===== config.mk =====
export PLATFORM = sky130hd
export DESIGN_NAME = kbd_event_ctrl
export DESIGN_NICKNAME = d
export VERILOG_FILES = /design/src/rtl/kbd_event_ctrl.sv
export SDC_FILE = /design/constraint.sdc
export NUM_CORES = 1
export LEC_CHECK = 0
export ABC_AREA = 1
export CORE_ASPECT_RATIO = 1.75
export CORE_MARGIN = 2
export CORE_UTILIZATION = 58
export CTS_CLUSTER_DIAMETER = 150
export DETAILED_ROUTE_END_ITERATION = 7
export PLACE_DENSITY = 0.89
export SETUP_SLACK_MARGIN = 0.3
export SLEW_MARGIN = 20
export SYNTH_ARGS = -nofsm -noshare
export SYNTH_HDL_FRONTEND = slang
export SYNTH_SLANG_ARGS = --single-unit

===== constraint.sdc =====
create_clock -name clk -period 4.9 [get_ports clk]
set_input_delay 0.49 -clock clk [delete_from_list [all_inputs] [get_ports clk]]
set_output_delay 0.49 -clock clk [all_outputs]
set_load 0.005 [all_outputs]

===== src/rtl/kbd_event_ctrl.sv =====
// Bus-side PS/2 keyboard controller: drains the receiver FIFO with a paced pop
// handshake, folds E0/F0 prefixes into key events and serves them over STB/ACK.
module kbd_event_ctrl #(
  parameter int DEPTH = 8,
  parameter int CW    = $clog2(DEPTH + 1)
) (
  input  logic        clk,
  input  logic        reset,
  input  logic        STB,
  input  logic        WE,
  input  logic [1:0]  ADDR,
  input  logic [31:0] DAT_I,
  output logic [31:0] DAT_O,
  output logic        ACK,
  input  logic        kbd_ready,
  input  logic [7:0]  kbd_data,
  input  logic        kbd_overflow,
  output logic        kbd_rdn,
  output logic        INT
);

  localparam int AW = (DEPTH > 1) ? $clog2(DEPTH) : 1;
  localparam logic [CW-1:0] DEPTH_C = CW'(DEPTH);

  localparam logic [1:0] S_IDLE   = 2'd0;
  localparam logic [1:0] S_POP    = 2'd1;
  localparam logic [1:0] S_SETTLE = 2'd2;

  localparam logic [7:0] B_EXT = 8'hE0;
  localparam logic [7:0] B_BRK = 8'hF0;

  localparam logic [1:0] A_DATA   = 2'd0;
  localparam logic [1:0] A_STATUS = 2'd1;
  localparam logic [1:0] A_CTRL   = 2'd2;

  logic [1:0]    state_q, state_d;
  logic [7:0]    byte_q, byte_d;
  logic          ext_q, ext_d;
  logic          brk_q, brk_d;
  logic          ovf_q, ovf_d;
  logic          int_en_q, int_en_d;
  logic          cap_en_q, cap_en_d;
  logic [AW-1:0] wr_ptr_q, wr_ptr_d;
  logic [AW-1:0] rd_ptr_q, rd_ptr_d;
  logic [CW-1:0] count_q, count_d;
  logic          ack_q;
  logic [31:0]   dat_q, dat_d;
  logic          int_q;
  logic          rdn_q;

  logic [9:0]    mem_q [DEPTH];

  logic          acc, nonempty, full, push, pop;
  logic          wr_status, wr_ctrl;
  logic [31:0]   status_w, ctrl_w, rdata;

  logic unused_dat_i;
  assign unused_dat_i = ^{DAT_I[31:3], DAT_I[0]};

  // An access executes only on the first STB cycle; ACK then blocks repeats.
  assign acc       = STB & ~ack_q;
  assign nonempty  = (count_q != '0);
  assign full      = (count_q == DEPTH_C);
  assign wr_status = acc & WE & (ADDR == A_STATUS);
  assign wr_ctrl   = acc & WE & (ADDR == A_CTRL);
  assign pop       = acc & ~WE & (ADDR == A_DATA) & nonempty;
  assign push      = (state_q == S_POP) & (byte_q != B_EXT) & (byte_q != B_BRK);

  always_comb begin
    status_w          = '0;
    status_w[0]       = nonempty;
    status_w[1]       = full;
    status_w[2]       = ovf_q;
    status_w[3]       = (state_q != S_IDLE);
    status_w[CW+7:8]  = count_q;
  end

  assign ctrl_w = {30'b0, cap_en_q, int_en_q};

  always_comb begin
    rdata = '0;
    case (ADDR)
      A_DATA:   rdata = nonempty ? {22'b0, mem_q[rd_ptr_q]} : 32'h0;
      A_STATUS: rdata = status_w;
      A_CTRL:   rdata = ctrl_w;
      default:  rdata = '0;
    endcase
  end

  // Fetch sequencer: latch, pop strobe, then a settle cycle for the receiver.
  always_comb begin
    state_d = state_q;
    byte_d  = byte_q;
    case (state_q)
      S_IDLE: begin
        if (cap_en_q && kbd_ready && (count_q < DEPTH_C)) begin
          byte_d  = kbd_data;
          state_d = S_POP;
        end
      end
      S_POP:    state_d = S_SETTLE;
      S_SETTLE: state_d = S_IDLE;
      default:  state_d = S_IDLE;
    endcase
  end

  always_comb begin
    ext_d = ext_q;
    brk_d = brk_q;
    if (state_q == S_POP) begin
      if (byte_q == B_EXT)      ext_d = 1'b1;
      else if (byte_q == B_BRK) brk_d = 1'b1;
      else begin
        ext_d = 1'b0;
        brk_d = 1'b0;
      end
    end
    if (wr_ctrl && !DAT_I[1]) begin
      ext_d = 1'b0;
      brk_d = 1'b0;
    end
  end

  always_comb begin
    int_en_d = int_en_q;
    cap_en_d = cap_en_q;
    if (wr_ctrl) begin
      int_en_d = DAT_I[0];
      cap_en_d = DAT_I[1];
    end
  end

  // A sticky overflow set beats a clear landing in the same cycle.
  always_comb begin
    ovf_d = ovf_q;
    if (wr_status && DAT_I[2]) ovf_d = 1'b0;
    if (kbd_overflow)          ovf_d = 1'b1;
  end

  always_comb begin
    wr_ptr_d = push ? wr_ptr_q + AW'(1) : wr_ptr_q;
    rd_ptr_d = pop  ? rd_ptr_q + AW'(1) : rd_ptr_q;
    count_d  = count_q;
    if (push && !pop)      count_d = count_q + CW'(1);
    else if (pop && !push) count_d = count_q - CW'(1);
  end

  always_comb begin
    dat_d = dat_q;
    if (acc)       dat_d = WE ? 32'h0 : rdata;
    else if (!STB) dat_d = 32'h0;
  end

  always_ff @(posedge clk or posedge reset) begin
    if (reset) begin
      state_q  <= S_IDLE;
      byte_q   <= '0;
      ext_q    <= 1'b0;
      brk_q    <= 1'b0;
      ovf_q    <= 1'b0;
      int_en_q <= 1'b0;
      cap_en_q <= 1'b1;
      wr_ptr_q <= '0;
      rd_ptr_q <= '0;
      count_q  <= '0;
      ack_q    <= 1'b0;
      dat_q    <= '0;
      int_q    <= 1'b0;
      rdn_q    <= 1'b1;
    end else begin
      state_q  <= state_d;
      byte_q   <= byte_d;
      ext_q    <= ext_d;
      brk_q    <= brk_d;
      ovf_q    <= ovf_d;
      int_en_q <= int_en_d;
      cap_en_q <= cap_en_d;
      wr_ptr_q <= wr_ptr_d;
      rd_ptr_q <= rd_ptr_d;
      count_q  <= count_d;
      ack_q    <= STB;
      dat_q    <= dat_d;
      int_q    <= int_en_q & nonempty;
      rdn_q    <= (state_d != S_POP);
    end
  end

  always_ff @(posedge clk) begin
    if (push) mem_q[wr_ptr_q] <= {ext_q, brk_q, byte_q};
  end

  assign DAT_O   = dat_q;
  assign ACK     = ack_q;
  assign INT     = int_q;
  assign kbd_rdn = rdn_q;

endmodule

==> impl_metrics.csv, run 1 <==
group,metric,value,unit
status,outcome,"finished, final reports clean",
route,postRouteAntennaNets,0,
global_route,grt_util_all_layers,0.316,
worst_setup_path,crit_fanout,14,
worst_setup_path,reg2reg_to,"count_q[3]",
finish,fin_util,0.703,
synthesis,synth-seq-cells,120,
synthesis,synth_area,5210,µm²
sta,hold-worst-slack,480,ps
sta,slew_violations,0,
finish,area_growth,17.8,%
sta,hold_viol,0,
die,num_io_pins,83,
worst_setup_path,start_kind,"register",
clocking,clk_path_buf_depth,2,
die,die_x,75.6,µm
route,initialDrtViolationCount,585,
power,vdd_drop_max,0.560,mV
sta,post-route-period-util,0.709,
hold_path,hold_path.startpoint,"DAT_O[7]",
clocking,cts_tree,"done",
finish,final_cell_area,6130,µm²
worst_setup_path,r2r_cells,13,
worst_setup_path,worstSetupEndpointType,"register",
place,numPortBuffers,33,
route,vias,3968,
clocking,cts_sinks,120,
hold_path,hp-class,"register to register",
clocking,worstSkewPairLatency,420,ps
synthesis,yosysSeqAreaShare,0.654,
worst_setup_path,rr_startpoint,"byte_q[7]",
sta,rsz0062_at_grt,"no",
synthesis,yosysWarnings,0,
synthesis,ys_types,35,
place,placed_area,5570,µm²
finish,layout_common_cells,"nand2_1, edfxtp_1, nand3_1",
worst_setup_path,arrival,3770,ps
die,dieArea,9780,µm²
worst_setup_path,critPathKind,"register to register",
route,first_pass_iters,5,
global_route,grt_pass1_wl,21.7,mm
sta,max_slew_margin,0.229,
die,rows,45,
clocking,cts_setup_buffers,0,
clocking,cts.clk_slew.worst_paths,50,ps
finish,antennaDiodeCount,0,
clocking,cts_buffers,17,
die,initial_core_util,0.597,
route,viasPerCell,6.04,
place,gp_congestion,0.870,
route,routedWlPerCell,21.3,µm
place,post-place-ws,1590,ps
sta,setup_tns,0,ps
clocking,ctsResizeCount,0,
flow_run,drv_cap,0,
global_route,grt_start_max_net_pins,44,
clocking,holdBufCountCts,0,
sta,min_period,3470,ps
sta,setup_violations,0,
route,wl,14.0,mm
sta,fin_ws,1430,ps
finish,layout_commonest_cell,"nand2_1",
worst_setup_path,cp.required,5190,ps
finish,final_nets,582,
die,die_h,129,µm
hold_path,holdPathStages,2,
power,leakagePower,0.00259,µW
sta,tightest_slew,1150,ps
worst_setup_path,r2r_setup_slack,1430,ps
place,dp_hpwl,7.55,mm
clocking,cts-root-buf,"clkbuf_16",
hold_path,min_to,"DAT_O[7]",
route,drc_errors,0,
power,power_per_cell_area,605,nW/µm²
die,core,8730,µm²
synthesis,synthCells,492,
synthesis,avgSynthCellArea,10.6,µm²
finish,drive_gt1_frac,0.0852,
global_route,overflow,0,
sta,finClkSkew,5.94,ps
sta,max_clock_freq,288,MHz
clocking,htreeDepth,4,
global_route,grt_pass1_vias,3986,
global_route,antenna_found_initial,0,
==> report_power, final <==
group	leakage (µW)	total (µW)	switching, µW	internal [µW]
Sequential	0.00123	1580	246	1330
Combinational	0.00108	923	635	288
Clock	0.000277	1210	432	781
Total	0.00259	3710	1310	2400
==> worst max path at each step <==
stage	startpoint	end	slack [ps]	depth (start not counted)
6_report	byte_q[7]	count_q[3]	1430	13
5_1_grt	byte_q[7]	count_q[3]	1200	13
4_1_cts	byte_q[7]	count_q[3]	1580	13
3_5_place_dp	STB	count_q[3]	1590	16
3_3_place_gp	STB	count_q[3]	1820	16
2_1_floorplan	STB	count_q[3]	2520	15
==> flip-flops by register name, indices dropped and copies added (netlist names), 2 cells and up <==
signal / flops
rd_ptr_q: 3
byte_q: 8
count_q: 4
DAT_O: 12
mem_q: 80
wr_ptr_q: 3
state_q: 2
==> layer usage <==
| metal | GRT usage | routed length [µm] |
|---|---|---|
| met3 | 0.0840 | 1270 |
| met1 | 0.363 | 4520 |
| met4 | 0.201 | 981 |
| met2 | 0.509 | 7210 |
| met5 | 0 | 0 |
==> final cells by class <==
type                    count  area, µm²
flip-flops and latches    120       3410
fillers                   514       2590
multi-input cells         315       1530
clock buffers              18        429
repair buffers             35        345
inverters                  39        146
well taps                 117        146
clock inverters            13        136
==> synthesized netlist by cell type (all sizes together) <==
cell type  count  share of area
a21o           1         0.0014
a21oi          4         0.0060
a22oi          1         0.0014
a31oi          1         0.0012
buf           34          0.042
clkbuf         3         0.0041
clkinv         1        0.00072
conb           1        0.00072
dfrtp         38           0.18
dfstp          2          0.010
edfxtp        80           0.46
fa             1         0.0038
ha             5          0.012
inv           38          0.027
mux2           1         0.0022
nand2        146           0.11
nand3         39          0.037
nand4          3         0.0048
nor2          40          0.033
nor3           8         0.0077
nor3b          1         0.0014
o211ai         9          0.013
o21ai         26          0.025
o31ai          2         0.0029
or2            1         0.0017
xnor2          3         0.0050
xor2           3         0.0050
==> kinds of logic (layout without fill, tap and decap cells) <==
| kind of cell | Yosys count | after routing | share of synthesized area |
|---|---|---|---|
| simple gates | 238 | 238 | 0.192 |
| flops | 120 | 120 | 0.654 |
| compound gates | 44 | 44 | 0.0509 |
| mux | 1 | 1 | 0.00216 |
| xor+xnor | 6 | 6 | 0.0101 |
| other cells | 1 | 20 | 0.000720 |
| buf+inv | 76 | 105 | 0.0745 |
| fa+ha+maj | 6 | 6 | 0.0159 |
==> worst max-delay path: stages (launching register included) <==
cell and delay [ps]:
dfrtp_1 540, nor3b_1 260, nand4_1 130, nand2_1 470
inv_1 240, ha_1 260, inv_1 180, ha_1 330
a21oi_1 290, nand2_1 150, a21oi_1 220, o21ai_0 130
nand2_1 90, nand2_1 60
==> stage by stage <==
step | std cells | power [µW]
floorplan | 511 | 2120
global placement | 626 | 2310
detailed placement | 626 | 2390
CTS | 657 | 3650
global route | 657 | 3830
finish | 657 | 3710
Note: power is estimated with default switching activity, not from simulation.
==> inputs of run 2 (changes only) <==
- CORE_UTILIZATION: 58 -> 53
- PLACE_DENSITY: 0.89 -> 0.83
- clock period: 4.9 -> 3.6 ns (I/O delays scaled with it)
==> run 2 against run 1 <==
Effect of this change: die area is 9.0% higher; combinational power is 26% higher; sequential cell count stayed put; routed wire length is 17% lower; hold slack worse by 88 ps; sequential power is 33% higher; global-route usage is 7.6 points lower; utilization is 5.7 points lower; critical endpoint unchanged; largest cell class unchanged; highest routed layer unchanged.
==> impl_metrics.csv, run 2 (synthesized netlist as in run 1, its figures left out) <==
group,metric,value,unit
global_route,grt_pass1_vias,3698,
worst_setup_path,critPathLaunch,"byte_q[7]",
power,total_power,4820,µW
finish,largest_register_ffs,80,
clocking,ctsResizeCount,0,
sta,hold-worst-slack,391,ps
place,gp_congestion,0.840,
sta,max_clock_freq,343,MHz
worst_setup_path,arrival,3210,ps
route,wl,11.7,mm
worst_setup_path,rr_startpoint,"byte_q[7]",
sta,tightest_slew,792,ps
global_route,grt_util_all_layers,0.240,
sta,finClkSkew,6.44,ps
place,dp_cells,640,
finish,area_growth,18.1,%
finish,drive_gt1_frac,0.0855,
power,seq_power_share,0.435,
finish,antennaDiodeCount,0,
power,p_sw_frac,0.334,
clocking,cts-root-buf,"clkbuf_16",
power,leakagePower,0.00262,µW
sta,rsz0062_at_grt,"no",
status,outcome,"finished, final reports clean",
sta,setup_violations,0,
clocking,htreeDepth,4,
worst_setup_path,critPathKind,"register to register",
route,drc_errors,0,
power,power_per_cell_area,784,nW/µm²
finish,layout_commonest_cell,"nand2_1",
clocking,clk_path_buf_depth,2,
worst_setup_path,path_cells,"nor3b_1 -> nand4_1 -> nand2_1 -> inv_1 -> ha_1 -> inv_1 -> ha_1 -> a21oi_1 -> nand2_1 -> a21oi_1 -> o21ai_0 -> nand2_1 -> nand2_1",
global_route,antenna_found_initial,0,
power,power_switching,1610,µW
worst_setup_path,cp_common_cell,"nand2_1",
route,first_pass_iters,5,
global_route,overflow,0,
route,vias,3626,
die,die_h,135,µm
clocking,cts_sinks,120,
sta,post-route-period-util,0.810,
die,dieArea,10700,µm²
place,dp_hpwl,7.37,mm
flow_run,drv_cap,0,
sta,hold_viol,0,
worst_setup_path,slowest_delay,570,ps
place,numPortBuffers,33,
global_route,grt_start_max_net_pins,41,
clocking,worstSkewPairLatency,410,ps
finish,fillers,674,
worst_setup_path,start_kind,"register",
sta,slew_violations,0,
worst_setup_path,r2r_setup_slack,680,ps
power,comb_power_share,0.241,
die,core,9530,µm²
sta,min_period,2920,ps
finish,largest_register,"mem_q",
route,viasPerCell,5.40,
die,num_io_pins,83,
sta,max_slew_margin,0.472,
worst_setup_path,reg2reg_to,"count_q[3]",
die,initial_core_util,0.547,
worst_setup_path,r2r_cells,13,
power,vdd_drop_max,0.591,mV
clocking,cts_buffers,17,
die,die_x,78.9,µm
finish,final_nets,591,
die,rows,47,
worst_setup_path,cp_slowest_cell,"dfrtp_1",
finish,seq_area,3410,µm²
worst_setup_path,worstSetupEndpointType,"register",
clocking,cts_setup_buffers,0,
clocking,holdBufCountCts,0,
worst_setup_path,cp.required,3900,ps
clocking,cts_tree,"done",
global_route,grt_pass1_wl,18.7,mm
worst_setup_path,crit_fanout,14,
finish,fin_util,0.646,
sta,setup_tns,0,ps
hold_path,hp-class,"input pin to async pin",
route,initialDrtViolationCount,339,
power,p_int,3210,µW
route,postRouteAntennaNets,0,
finish,multi_input_comb_area,1490,µm²
power,clkPwrFrac,0.324,
route,routedWlPerCell,17.3,µm
finish,layout_common_cells,"nand2_1, edfxtp_1, nand3_1",
clocking,cts.clk_slew.worst_paths,50,ps
finish,fin_cells,672,
-- run 2: routing by layer --
metal,GRT usage,part of all wire,up-vias
met5,0,0,-
met4,0.128,0.043,0
met3,0.0613,0.067,40
met2,0.437,0.56,177
met1,0.248,0.33,1719
li1,-,-,1690
-- run 2: critical path, delay by kind of cell, from the launching register on --
| family | cells | cell delay, ps |
|---|---|---|
| AOI/OAI and AO/OA | 3 | 490 |
| adders and majority gates | 2 | 530 |
| buffers and inverters | 2 | 330 |
| DFF | 1 | 570 |
| and+or+nand+nor | 6 | 890 |
-- run 2: worst max-delay path by stage --
| stage | end | slack (ps) | cells after the start |
|---|---|---|---|
| finish | count_q[3] | 680 | 13 |
| global route | count_q[3] | 390 | 13 |
| CTS | count_q[3] | 700 | 13 |
| detailed placement | count_q[3] | 610 | 16 |
| global placement | count_q[3] | 650 | 16 |
| floorplan | count_q[3] | 1310 | 14 |
-- run 2: per-stage QoR --
step                setup WS (ps)  area, µm²
floorplan                    1310       5280
global placement              650       5600
detailed placement            607       5600
CTS                           699       6150
global route                  388       6150
finish                        684       6150
-- run 2: power by group through the flow --
| stage | combinational, µW | sequential (µW) | clock, µW |
|---|---|---|---|
| after detailed placement | 1130 | 2110 | 0 |
| final | 1160 | 2100 | 1560 |
| after global routing | 1310 | 2130 | 1630 |
| after CTS | 1160 | 2090 | 1560 |
| after global placement | 1070 | 2090 | 0 |
| after floorplan | 900 | 1980 | 0 |
-- run 2: layout make-up --
cell class / count / area share
flip-flops and latches: 120 / 0.554
inverters: 39 / 0.0238
well taps: 122 / 0.0248
clock buffers: 21 / 0.0716
repair buffers: 44 / 0.0671
clock inverters: 11 / 0.0173
multi-input cells: 315 / 0.242
